### config.mk
export PLATFORM = sky130hd
export DESIGN_NAME = seq_multiplier
export DESIGN_NICKNAME = d
export VERILOG_FILES = /design/src/rtl/seq_multiplier_pkg.sv /design/src/rtl/seq_multiplier_shift_add_step.sv /design/src/rtl/seq_multiplier.sv
export SDC_FILE = /design/constraint.sdc
export NUM_CORES = 1
export LEC_CHECK = 0
export ABC_AREA = 1
export CELL_PAD_IN_SITES_DETAIL_PLACEMENT = 0
export CELL_PAD_IN_SITES_GLOBAL_PLACEMENT = 1
export CORE_ASPECT_RATIO = 0.75
export CORE_UTILIZATION = 40
export CTS_BUF_LIST = sky130_fd_sc_hd__clkbuf_2 sky130_fd_sc_hd__clkbuf_4 sky130_fd_sc_hd__clkbuf_8
export CTS_CLUSTER_DIAMETER = 50
export DETAILED_ROUTE_END_ITERATION = 8
export GPL_TIMING_DRIVEN = 0
export PLACE_DENSITY_LB_ADDON = 0.2
export SETUP_SLACK_MARGIN = 0.2
export SLEW_MARGIN = 0
export SYNTH_ARGS = -nofsm -noshare
export SYNTH_HDL_FRONTEND = slang
export SYNTH_SLANG_ARGS = --single-unit
export TNS_END_PERCENT = 1
### constraint.sdc
create_clock -name clk -period 2.35 [get_ports clk]
set_clock_uncertainty 0.2 [all_clocks]
set_input_delay 0.47 -clock clk [delete_from_list [all_inputs] [get_ports clk]]
set_output_delay 0.47 -clock clk [all_outputs]
set_load 0.01 [all_outputs]
### src/rtl/seq_multiplier_pkg.sv
// Shared definitions for the sequential shift-and-add multiplier: FSM state
// encoding and the iteration-counter width helper.
package seq_multiplier_pkg;

    typedef enum logic {
        ST_IDLE = 1'b0,
        ST_RUN  = 1'b1
    } state_t;

    // Counter must hold values up to WIDTH.
    function automatic int cnt_width(input int width);
        return $clog2(width + 1);
    endfunction

endpackage

### src/rtl/seq_multiplier_shift_add_step.sv
// One shift-and-add iteration: conditionally add the multiplicand into the upper
// half of the product register, then shift right with the carry entering the MSB.
module seq_multiplier_shift_add_step
    import seq_multiplier_pkg::*;
#(
    parameter int WIDTH = 4
) (
    input  logic [2*WIDTH-1:0] p,
    input  logic [WIDTH-1:0]   mcand,
    output logic [2*WIDTH-1:0] p_next
);

    logic [WIDTH:0] sum;

    always_comb begin
        sum = {1'b0, p[2*WIDTH-1:WIDTH]} + {1'b0, mcand};
        if (p[0]) begin
            p_next = {sum, p[WIDTH-1:1]};
        end else begin
            p_next = {1'b0, p[2*WIDTH-1:1]};
        end
    end

endmodule

### src/rtl/seq_multiplier.sv
// Sequential WIDTH x WIDTH multiplier, unsigned or two's complement per operation.
// Operates on magnitudes with one shared adder and applies the sign at completion.
module seq_multiplier
    import seq_multiplier_pkg::*;
#(
    parameter int WIDTH = 4
) (
    input  logic               clk,
    input  logic               rst_n,
    input  logic               start,
    input  logic               sgn,
    input  logic [WIDTH-1:0]   A,
    input  logic [WIDTH-1:0]   B,
    output logic               busy,
    output logic               done,
    output logic [2*WIDTH-1:0] y
);

    localparam int CNT_W = cnt_width(WIDTH);
    localparam int PW    = 2 * WIDTH;
    localparam logic [CNT_W-1:0] LAST_CNT = CNT_W'(WIDTH - 1);

    state_t             state;
    state_t             state_next;
    logic               load;
    logic               step;
    logic               last_iter;
    logic               neg;
    logic [WIDTH-1:0]   mcand;
    logic [WIDTH-1:0]   a_mag;
    logic [WIDTH-1:0]   b_mag;
    logic [PW-1:0]      p;
    logic [PW-1:0]      p_step;
    logic [CNT_W-1:0]   count;

    // Magnitude of the most negative value wraps to itself, read as unsigned.
    assign a_mag = (sgn && A[WIDTH-1]) ? (WIDTH'(0) - A) : A;
    assign b_mag = (sgn && B[WIDTH-1]) ? (WIDTH'(0) - B) : B;

    seq_multiplier_shift_add_step #(
        .WIDTH (WIDTH)
    ) u_step (
        .p      (p),
        .mcand  (mcand),
        .p_next (p_step)
    );

    always_ff @(posedge clk) begin
        if (!rst_n) begin
            state <= ST_IDLE;
        end else begin
            state <= state_next;
        end
    end

    always_comb begin
        state_next = state;
        case (state)
            ST_IDLE: if (start)     state_next = ST_RUN;
            ST_RUN:  if (last_iter) state_next = ST_IDLE;
            default:                state_next = ST_IDLE;
        endcase
    end

    always_comb begin
        load = 1'b0;
        step = 1'b0;
        busy = 1'b0;
        case (state)
            ST_IDLE: load = start;
            ST_RUN: begin
                step = 1'b1;
                busy = 1'b1;
            end
            default: ;
        endcase
    end

    assign last_iter = step && (count == LAST_CNT);

    always_ff @(posedge clk) begin
        if (!rst_n) begin
            mcand <= '0;
            p     <= '0;
            neg   <= 1'b0;
            count <= '0;
            y     <= '0;
            done  <= 1'b0;
        end else begin
            done <= last_iter;
            if (load) begin
                mcand <= a_mag;
                p     <= {{WIDTH{1'b0}}, b_mag};
                neg   <= sgn & (A[WIDTH-1] ^ B[WIDTH-1]);
                count <= '0;
            end else if (step) begin
                p     <= p_step;
                count <= count + CNT_W'(1);
            end
            // The result register only ever sees the finished product.
            if (last_iter) begin
                y <= neg ? (PW'(0) - p_step) : p_step;
            end
        end
    end

endmodule
# Word level (Yosys, flattened, before mapping)
# Cells that the tools add are included.
dict set report word_totals {
  input_bits 12
  mem_bits_ro 0
  ff_bits 26
  mem_count 0
  latch_bits 0
  wordCells 34
  ram_bits 0
  output_inout_bits 10
}
dict set report op_classes {
  n_mul 0
  shift 0
  n_reduce_logical 5
  bitwise_logic 4
  n_eq_ne 1
  muxes 11
  n_addsub 5
  order_cmp 0
  div_mod_pow 0
}
# op n
set ops {}
lappend ops {{4-bit 2-to-1 mux} 4}
lappend ops {{8-bit 2-to-1 mux} 2}
lappend ops {{1-bit by 4-bit subtractor with 4-bit output, first input constant} 2}
lappend ops {{1-bit by 8-bit subtractor with 8-bit output, first input constant} 1}
lappend ops {{4-bit by 4-bit adder with 5-bit output} 1}
lappend ops {{1-bit 2-to-1 mux} 4}
lappend ops {{3-bit by 1-bit adder with 3-bit output, second input constant} 1}
lappend ops {{3-bit by 2-bit == test with 1-bit output, second input constant} 1}
lappend ops {{1-bit logical AND} 3}
lappend ops {{1-bit inverter} 2}
lappend ops {{1-bit case mux with 2 select lines} 1}
lappend ops {{2-bit nonzero test} 1}
lappend ops {{2-bit OR reduction} 1}
lappend ops {{1-bit AND} 1}
lappend ops {{1-bit bitwise XOR} 1}

# Logic depth before layout (Yosys ltp)
# Gate-level depths: netlist of run 1.
dict set report depth {
  depth_word 4
  ltp_mapped 12
  ltp_nobuf 12
}

# Cells and area by module
# From an unflattened synthesis of run 1, not the netlist that was laid out.
dict set report hier_totals {
  hier_cells 207
  area_unflattened_um2 1465.2
}
# module seq_area_each_um2 area_per_inst_um2 instances cells_each
set by_module_without_submodules {}
lappend by_module_without_submodules {seq_multiplier 520.5 1255.0 1 172}
lappend by_module_without_submodules {seq_multiplier_shift_add_step 0.0 210.2 1 35}

# Worst setup path before layout of run 1
# OpenSTA, ideal clock, no wires.
dict set report synth_timing {
  path_type {reg2reg}
  start {reg mcand[0]}
  end {reg y[7]}
  arrival_time_ns 1.550
  stages_incl_launch_ff 13
  period_less_slack_ns 1.863
  setup_ns 0.113
  n_path_buf 0
  setup_slack_ns 0.487
  required_time_ns 2.037
  path_cell_list {dfxtp_1 ha_1 fa_1 inv_1 nand2_1 nand2_2 nand3_2 nor2_1 nand3_1 nand2_1 nand2_1 nand3_1 nand2_1}
}
dict set report synth_between {
  elab_chain_cells 4
}
# item line
set synth_rtl {}
lappend synth_rtl {{start, declared} seq_multiplier.sv:29} ;# logic [WIDTH-1:0] mcand;
lappend synth_rtl {{start signal, assigned} seq_multiplier.sv:92} ;# mcand <= a_mag;
lappend synth_rtl {{4-bit by 4-bit adder with 5-bit output *} seq_multiplier_shift_add_step.sv:16} ;# sum = {1'b0, p[2*WIDTH-1:WIDTH]} + {1'b0, mcand};
lappend synth_rtl {{8-bit 2-to-1 mux *} seq_multiplier_shift_add_step.sv:17} ;# if (p[0]) begin
lappend synth_rtl {{1-bit by 8-bit subtractor with 8-bit output} seq_multiplier.sv:102} ;# y <= neg ? (PW'(0) - p_step) : p_step;
lappend synth_rtl {{8-bit 2-to-1 mux *} seq_multiplier.sv:102}
lappend synth_rtl {{end signal, assigned} seq_multiplier.sv:102}
lappend synth_rtl {{end, declared} seq_multiplier.sv:16} ;# output logic [2*WIDTH-1:0] y
# Every way passes the cells marked *; elsewhere a longest branch is shown, timed or not.
# A chain may end at the register's enable or synchronous reset.

# Final worst setup path of run 1
dict set report layout_timing {
  start {reg p[4]}
  end {reg y[7]}
}
dict set report layout_between {
  elab_chain_cells 4
}
# item line
set layout_rtl {}
lappend layout_rtl {{start, declared} seq_multiplier.sv:32} ;# logic [PW-1:0] p;
lappend layout_rtl {{start signal, assigned} seq_multiplier.sv:93} ;# p <= {{WIDTH{1'b0}}, b_mag};
lappend layout_rtl {{start signal, assigned} seq_multiplier.sv:97} ;# p <= p_step;
lappend layout_rtl {{4-bit by 4-bit adder with 5-bit output} seq_multiplier_shift_add_step.sv:16}
lappend layout_rtl {{8-bit 2-to-1 mux *} seq_multiplier_shift_add_step.sv:17}
lappend layout_rtl {{1-bit by 8-bit subtractor with 8-bit output} seq_multiplier.sv:102}
lappend layout_rtl {{8-bit 2-to-1 mux *} seq_multiplier.sv:102}
# Marked as above.

==> impl_metrics.toml, run 1 <==
[outcome]
status = "complete, no violations"

[synthesis]
netlist_area_sq_um = 1500
synth_cell_type_count = 30
synth_area_leader_cell = "dfxtp_1"
synth_top_cell_area_share_pct = 34.7
yosysWarnings = 0
synthTopCellsByArea = "dfxtp_1 (35%), nand2_1 (11%), ha_1 (7.5%), inv_1 (7.3%), o21ai_0 (5.0%)"
synth_cells = 201
synth-seq-cells = 26
syn_avg_cell_area_sq_um = 7.46
ys_seq_area_share_pct = 34.7
synth_nets = 223

[global_routing]
globalRouteOverflowTotal = 0
grt_use_total_pct = 18.8
grt_pass1_vias = 1230
grt_first_pass_wirelength_microns = 5570
antenna_found_initial = 0
grt_start_max_net_pins = 15

[final_layout]
n_fill_cell = 360
finalNetCount = 249
multiInputGateArea_sq_um = 822
drive_above_1_share_pct = 14.2
antenna_cells = 0
syn_to_final_growth_pct = 22.4
finish.instance_area_sq_um = 1830
seq_area_sq_um = 523

[place]
gp_congestion = 0.805
placed_area_sq_um = 1770
hpwl_microns = 2570
portBuffers = 21

[detailed_routing]
drc = 0
vias = 1333
ant_nets = 0
vias_per_cell = 4.83
wl_per_cell_microns = 11.4
first_iter_violations = 53
dr.pass1.iters = 4
wl_microns = 3150

[hold_path]
min_from = "y[6]$_SDFFE_PN0P_"
min_path_type = "reg2reg"
hold-path-cell-count = 2

[worst_setup_path]
cp-startpoint = "p[4]$_SDFFE_PP0P_"
start_kind = "flop"
critPathCaptureType = "flop"
worstSetupPathType = "reg2reg"
critical_path_peak_fanout = 4
critPathMostFrequentCell = "nand2_1"
path_cells = "ha_2 -> fa_1 -> inv_1 -> nand2_1 -> nand3_1 -> nand2_1 -> nor2_2 -> nand3_1 -> nand2_1 -> nand2_1 -> nand3_1 -> nand2_1"
worstPathArrival_ns = 1.95
cp.required_ns = 2.33
path_buf_inv = 1
r2r_start = "p[4]$_SDFFE_PP0P_"
critPathMaxStageDelay_ns = 0.40
critical-path-top-delay-family = "simple AND/OR/NAND/NOR gates"
cp.depth = 12
rr_worst_depth = 12
worst_path_max_delay_cell = "fa_1"

[power_and_ir_drop]
peakVddDrop_mv = 0.286
power_uw = 950
p_per_area_nw_per_um2 = 518
power_leakage_nw = 0.810

[clock_tree]
cts_tree = "yes"
cts_sinks = 26
htree_levels = 1
cts_hold_buffers = 0
cts_resized = 0
root_buffer = "clkbuf_8"
path_clk_slew_ns = 0.09
cts-buffers-inserted = 3
clockBufferDepth = 2
clkLatencyLatePin_ns = 0.27
post_cts_buffers = 0

[timing]
rsz0062_at_grt = "no"
finalSetupTns_ns = 0
slew_violations = 0
max_slew_margin_pct = 80.9
fin_crit_ns = 1.97
setup_viol = 0
hold_violations = 0
min_period_over_period_pct = 84.0
timing.fmax_ghz = 0.507
holdWs_ns = 0.258
worst_pin_slew_ns = 0.285

[die]
die-height_microns = 55.0
chipWidth_microns = 72.7
num_io_pins = 22
core_area_sq_um = 3420
fp-row-count = 18
start_util_pct = 43.8
die_area_sq_um = 4000

[job]
drv_cap = 0
worst register-to-register path: stages, from the launching register on:
cell     delay, ns
dfxtp_2       0.34
ha_2          0.18
fa_1          0.40
inv_1         0.07
nand2_1       0.05
nand3_1       0.06
nand2_1       0.13
nor2_2        0.14
nand3_1       0.10
nand2_1       0.07
nand2_1       0.04
nand3_1       0.06
nand2_1       0.05
layer usage:
| layer | up-vias | GRT usage [%] | share of wire [%] |
|---|---|---|---|
| met2 | 26 | 31.0 | 45 |
| met4 | 0 | 3.92 | 0.38 |
| met3 | 2 | 4.35 | 3.1 |
| met5 | - | 0 | 0 |
| li1 | 699 | - | - |
| met1 | 606 | 25.5 | 51 |
synthesized netlist by cell type:
master / instances
o31ai_1: 1
o32ai_1: 1
fa_1: 1
xor2_1: 2
clkbuf_8: 1
o211ai_1: 1
o21ai_1: 2
ha_1: 9
xnor2_1: 2
inv_2: 7
a32o_1: 3
nor2_2: 1
nor2_8: 2
o22ai_1: 1
nor2_1: 12
a31oi_1: 2
buf_2: 1
a22oi_1: 1
o21a_1: 1
o21ai_0: 15
nand3_1: 9
nand3_2: 3
dfxtp_1: 26
nand2_1: 44
nor3_1: 4
nor2_4: 4
buf_4: 1
inv_1: 29
nand2_2: 4
a21oi_1: 11
worst paths after layout:
path                                           to  slack [ns]
worst min register to register  y[6]$_SDFFE_PN0P_        0.26
worst max-delay path            y[7]$_SDFFE_PN0P_        0.38
worst min-delay path            y[6]$_SDFFE_PN0P_        0.26
worst max register to register  y[7]$_SDFFE_PN0P_        0.38
through the flow:
stage	setup slack [ns]	utilization, %	instances
final	0.376	53.6	276
after CTS	0.322	53.4	276
after floorplan	0.487	-	201
after detailed placement	0.284	51.8	272
after global routing	0.208	53.6	276
after global placement	0.309	51.8	272
cell usage in the layout (no fill, tap or decap), drive strengths merged:
| master | count |
|---|---|
| buf | 2 |
| xor2 | 2 |
| a31oi | 2 |
| a21oi | 11 |
| inv | 36 |
| a32o | 3 |
| clkdlybuf4s50 | 21 |
| nor3 | 4 |
| nand3 | 12 |
| dfxtp | 26 |
| o21a | 1 |
| o31ai | 1 |
| o22ai | 1 |
| xnor2 | 2 |
| nand2 | 48 |
| a22oi | 1 |
| o21ai | 17 |
| ha | 9 |
| clkbuf | 5 |
| o32ai | 1 |
| o211ai | 1 |
| nor2 | 19 |
| fa | 1 |
flip-flops by register name, summed over array words and instances, names as in the netlist:
name,count
neg,1
state,1
count,3
y,8
p,8
mcand,4
done,1
power breakdown:
part           total [mW]  internal, mW  switching [mW]
Combinational       0.189        0.0764           0.112
Sequential          0.472         0.457          0.0144
Clock               0.290         0.150           0.140
cells by family (layout without fill, tap and decap cells):
family,after synthesis,in the layout,share of synthesized area (%)
compound gates,39,39,15.2
xor+xnor,4,4,2.34
fa+ha+maj,10,10,8.85
buf+inv,39,64,10.8
flops,26,26,34.7
simple gates,83,83,28.1
layout make-up:
cell class,instances,share of cell area [%]
buffer,3,1.43
clock buffer,4,3.00
inverter,36,7.37
multi-input combinational,136,44.8
sequential,26,28.5
tap,50,3.41
timing repair buffer,21,11.5
(Power assumes the default switching activity.)
==> inputs of run 2 (changes only) <==
- CORE_UTILIZATION: 40 -> 36
- clock period: 2.35 -> 1.63 ns (I/O delays scaled with it)
==> run 2 against run 1 <==
Compared with the run above: the flow now finishes with violations (negative setup slack); first-iteration DRC count stayed put; sequential power increased by 44%; maximum frequency rose by 5.4%; via count increased by 0.23%; cell count up 1.4%; critical path type unchanged; critical endpoint is now y[6]$_SDFFE_PN0P_; largest cell class unchanged.
==> impl_metrics.toml, run 2 (synthesis gave the netlist of run 1 again) <==
[die]
die-height_microns = 57.9
fp-row-count = 19
start_util_pct = 39.2
die_area_sq_um = 4430
chipWidth_microns = 76.5
num_io_pins = 22
core_area_sq_um = 3830

[timing]
hold_violations = 0
fin_crit_ns = 1.87
min_period_over_period_pct = 115
finalSetupTns_ns = -0.964
timing.fmax_ghz = 0.534
worst_pin_slew_ns = 0.279
fin_ws_ns = -0.243
max_slew_margin_pct = 81.4
setup_viol = 7
slew_violations = 0
rsz0062_at_grt = "yes"

[place]
hpwl_microns = 2540
portBuffers = 21
gp_congestion = 0.806

[detailed_routing]
dr.pass1.iters = 4
ant_nets = 0
wl_per_cell_microns = 11.6
vias = 1336
vias_per_cell = 4.77
drc = 0
wl_microns = 3260
first_iter_violations = 53

[power_and_ir_drop]
p_clk_share_pct = 27.8
combPwrFrac_pct = 22.3
p_sw_share_pct = 30.3
power.switching_uw = 414
power_leakage_nw = 0.856
p_seq_share_pct = 50.0
p_per_area_nw_per_um2 = 705
peakVddDrop_mv = 0.403
p_int_uw = 951

[hold_path]
hold_path_end = "y[6]$_SDFFE_PN0P_"
min_from = "y[6]$_SDFFE_PN0P_"
hold-path-cell-count = 2
min_path_type = "reg2reg"

[global_routing]
grt_use_total_pct = 16.6
grt_start_max_net_pins = 14
grt_first_pass_wirelength_microns = 5690
grt_pass1_vias = 1287
globalRouteOverflowTotal = 0
antenna_found_initial = 0

[clock_tree]
cts_hold_buffers = 0
clkLatencyLatePin_ns = 0.28
clockBufferDepth = 2
cts_sinks = 26
htree_levels = 1
cts_tree = "yes"
path_clk_slew_ns = 0.09
root_buffer = "clkbuf_8"
cts-buffers-inserted = 3

[final_layout]
postLayoutCoreUtil_pct = 50.6
syn_to_final_growth_pct = 29.2
antenna_cells = 0
final_cell_mix = "nand2_1 (41), inv_1 (26), dfxtp_1 (21)"
layout_commonest_cell = "nand2_1"
reg_top3 = "p: 8 flops, y: 8 flops, mcand: 4 flops"
drive_above_1_share_pct = 22.8
finalNetCount = 252

[worst_setup_path]
worstPathArrival_ns = 1.85
worstSetupPathType = "reg2reg"
r2r_start = "mcand[0]$_SDFFE_PN0P_"
regToRegSetupSlack_ns = -0.24
path_cells = "ha_4 -> fa_2 -> inv_2 -> nand2_2 -> nand2_4 -> inv_2 -> nor2_2 -> nand2_2 -> a21oi_2 -> o21ai_1"
start_kind = "flop"
path_buf_inv = 2
r2r_end = "y[6]$_SDFFE_PN0P_"
critPathMaxStageDelay_ns = 0.44
cp.depth = 10
cp.required_ns = 1.61
rr_worst_depth = 10
critical-path-top-delay-family = "adder cells"
worst_path_max_delay_cell = "fa_2"
critPathCaptureType = "flop"
critical_path_peak_fanout = 3

[outcome]
status = "complete, but fails checks"
violations = "negative setup slack"

[job]
drv_cap = 0
[run 2: power groups by stage]
stage | sequential, mW | clock, mW | combinational, mW
floorplan | 0.690 | 0 | 0.190
global placement | 0.694 | 0 | 0.265
detailed placement | 0.695 | 0 | 0.269
CTS | 0.683 | 0.389 | 0.279
global route | 0.686 | 0.426 | 0.347
finish | 0.682 | 0.379 | 0.304
[run 2: final cells by class]
class	instances	area, sq um
inverter	36	138
multi-input combinational	136	907
buffer	3	26.3
timing repair buffer	24	228
tap	52	65.1
fill	391	1890
clock buffer	3	41.3
sequential	26	532
[run 2: worst max-delay path by stage]
stage,start,end,slack [ns]
3_3_place_gp,p[4]$_SDFFE_PP0P_,y[7]$_SDFFE_PN0P_,-0.33
6_report,mcand[0]$_SDFFE_PN0P_,y[6]$_SDFFE_PN0P_,-0.24
3_5_place_dp,p[4]$_SDFFE_PP0P_,y[7]$_SDFFE_PN0P_,-0.35
2_1_floorplan,p[4]$_SDFFE_PP0P_,y[7]$_SDFFE_PN0P_,-0.19
4_1_cts,p[4]$_SDFFE_PP0P_,y[7]$_SDFFE_PN0P_,-0.33
5_1_grt,mcand[0]$_SDFFE_PN0P_,y[7]$_SDFFE_PN0P_,-0.36
[run 2: per-stage QoR]
| stage | hold slack (ns) | power, mW | setup WS [ns] | instance area, sq um | cells |
|---|---|---|---|---|---|
| 3_3_place_gp | 0.240 | 0.959 | -0.332 | 1780 | 274 |
| 3_5_place_dp | 0.245 | 0.964 | -0.350 | 1780 | 274 |
| 5_1_grt | 0.287 | 1.46 | -0.359 | 1940 | 280 |
| 6_report | 0.256 | 1.37 | -0.243 | 1940 | 280 |
| 4_1_cts | 0.255 | 1.35 | -0.328 | 1880 | 279 |
| 2_1_floorplan | 0.235 | 0.881 | -0.195 | 1500 | 201 |
[run 2: routing by layer]
| metal | track usage (%) | vias to the layer above | share of wire (%) | wire length (microns) |
|---|---|---|---|---|
| met5 | 0 | - | 0 | 0 |
| met4 | 5.77 | 0 | 1.3 | 42 |
| met3 | 3.78 | 5 | 2.4 | 78 |
| met2 | 26.4 | 13 | 43 | 1410 |
| met1 | 22.4 | 618 | 53 | 1730 |
| li1 | - | 700 | - | - |
[run 2: worst reg2reg max path, cell delays in order, from the launching register on]
cell and delay (ns):
dfxtp_2 0.35, ha_4 0.16, fa_2 0.44, inv_2 0.06
nand2_2 0.05, nand2_4 0.09, inv_2 0.05, nor2_2 0.10
nand2_2 0.08, a21oi_2 0.13, o21ai_1 0.07
[run 2: repair_timing]
action / CTS / global route
setup endpoints to repair: 28 / 27
pin swaps: 9 / 12
buffers inserted: 2 / 1
resized for setup: 26 / 30
==> inputs of run 3 (changes only) <==
- CORE_UTILIZATION: 36 -> 44
- clock period: 1.63 -> 2.4 ns (I/O delays scaled with it)
==> run 3 against run 2 <==
Compared with the run above: critical path depth grew 2; sequential share of layout area grew 1.3 points; setup slack gained 0.63 ns; first-iteration DRC count shrank 17%; the flow now finishes without violations; maximum frequency shrank 7.1%; highest routed layer unchanged; global-route usage grew 2.9 points; hold slack gained 0.0014 ns.
==> impl_metrics.toml, run 3 (synthesis gave the netlist of run 1 again) <==
[outcome]
status = "complete, no violations"

[final_layout]
finalNetCount = 249
syn_to_final_growth_pct = 20.9
postLayoutCoreUtil_pct = 58.7
drive_above_1_share_pct = 12.4
n_fill_cell = 284
final_cell_mix = "nand2_1 (44), inv_1 (29), dfxtp_1 (26)"
layout_commonest_cell = "nand2_1"
reg_top3 = "p: 8 flops, y: 8 flops, mcand: 4 flops"
antenna_cells = 0

[clock_tree]
root_buffer = "clkbuf_8"
clockBufferDepth = 2
cts_tree = "yes"
cts-buffers-inserted = 3
htree_levels = 1
path_clk_slew_ns = 0.09
post_cts_buffers = 0
clkLatencyLatePin_ns = 0.27
cts_sinks = 26
cts_resized = 0
cts_hold_buffers = 0

[global_routing]
antenna_found_initial = 0
grt_use_total_pct = 19.5
grt_start_max_net_pins = 15
grt_pass1_vias = 1279
globalRouteOverflowTotal = 0
grt_first_pass_wirelength_microns = 5530

[timing]
max_slew_margin_pct = 80.9
min_period_over_period_pct = 84.0
rsz0062_at_grt = "no"
timing.fmax_ghz = 0.496
fin_crit_ns = 2.02
finalSetupTns_ns = 0
hold_violations = 0
worst_pin_slew_ns = 0.286
slew_violations = 0
setup_viol = 0

[worst_setup_path]
start_kind = "flop"
critical-path-top-delay-family = "simple AND/OR/NAND/NOR gates"
cp.required_ns = 2.38
critical_path_peak_fanout = 3
critPathMaxStageDelay_ns = 0.43
critPathMostFrequentCell = "nand2_1"
worstSetupPathType = "reg2reg"
path_cells = "ha_1 -> fa_1 -> inv_1 -> nand2_1 -> nand2_2 -> nand3_2 -> nor2_1 -> nand3_1 -> nand2_1 -> nand2_1 -> nand3_1 -> nand2_1"
worst_path_max_delay_cell = "fa_1"
worstPathArrival_ns = 1.99
critPathCaptureType = "flop"
path_buf_inv = 1

[detailed_routing]
wl_per_cell_microns = 11.7
ant_nets = 0
dr.pass1.iters = 4
first_iter_violations = 44
wl_microns = 3090
vias_per_cell = 5.14
drc = 0
vias = 1356

[die]
die_area_sq_um = 3650
die-height_microns = 52.5
num_io_pins = 22
chipWidth_microns = 69.4
fp-row-count = 17
core_area_sq_um = 3080
start_util_pct = 48.6

[place]
portBuffers = 21
gp_congestion = 0.839
hpwl_microns = 2540

[power_and_ir_drop]
peakVddDrop_mv = 0.284
power_leakage_nw = 0.812
p_per_area_nw_per_um2 = 513

[hold_path]
min_path_type = "reg2reg"

[job]
drv_cap = 0
run 3: worst paths after layout:
check                     from           endpoint  slack [ns]  cells after the start
min reg2reg  y[6]$_SDFFE_PN0P_  y[6]$_SDFFE_PN0P_        0.26                      2
min          y[6]$_SDFFE_PN0P_  y[6]$_SDFFE_PN0P_        0.26                      2
max          p[4]$_SDFFE_PP0P_  y[7]$_SDFFE_PN0P_        0.38                     12
max reg2reg  p[4]$_SDFFE_PP0P_  y[7]$_SDFFE_PN0P_        0.38                     12
run 3: tightest hold or removal path, cell delays in order (launching register included):
cell	delay [ns]
dfxtp_1	0.32
nand2_1	0.05
o21ai_1	0.05
run 3: report_power, final:
group	internal [mW]	total (mW)	switching (mW)
logic	0.0741	0.182	0.108
clock network	0.147	0.286	0.139
registers	0.447	0.461	0.0138
run 3: area by class of cell:
class	instances	area [sq um]	share of cell area, %
Buffer	3	26.3	1.45
Clock buffer	4	55.1	3.04
Inverter	36	135	7.46
Multi-Input combinational cell	136	817	45.1
Sequential cell	26	520	28.7
Tap cell	38	47.5	2.62
Timing Repair Buffer	21	210	11.6
run 3: stage by stage:
step / area [sq um] / hold WS [ns] / cells / worst slack, ns / power (mW)
floorplan: 1500 / 0.235 / 201 / 0.537 / 0.598
global placement: 1760 / 0.240 / 260 / 0.355 / 0.649
detailed placement: 1760 / 0.247 / 260 / 0.349 / 0.654
CTS: 1810 / 0.264 / 264 / 0.371 / 0.940
global route: 1810 / 0.286 / 264 / 0.211 / 0.986
finish: 1810 / 0.258 / 264 / 0.385 / 0.930
run 3: routing by layer:
metal	wire length (microns)	up-vias	GRT usage (%)
met1	1510	622	23.9
met2	1380	25	34.0
li1	-	702	-
met4	49	0	6.80
met3	154	7	4.81
met5	0	-	0
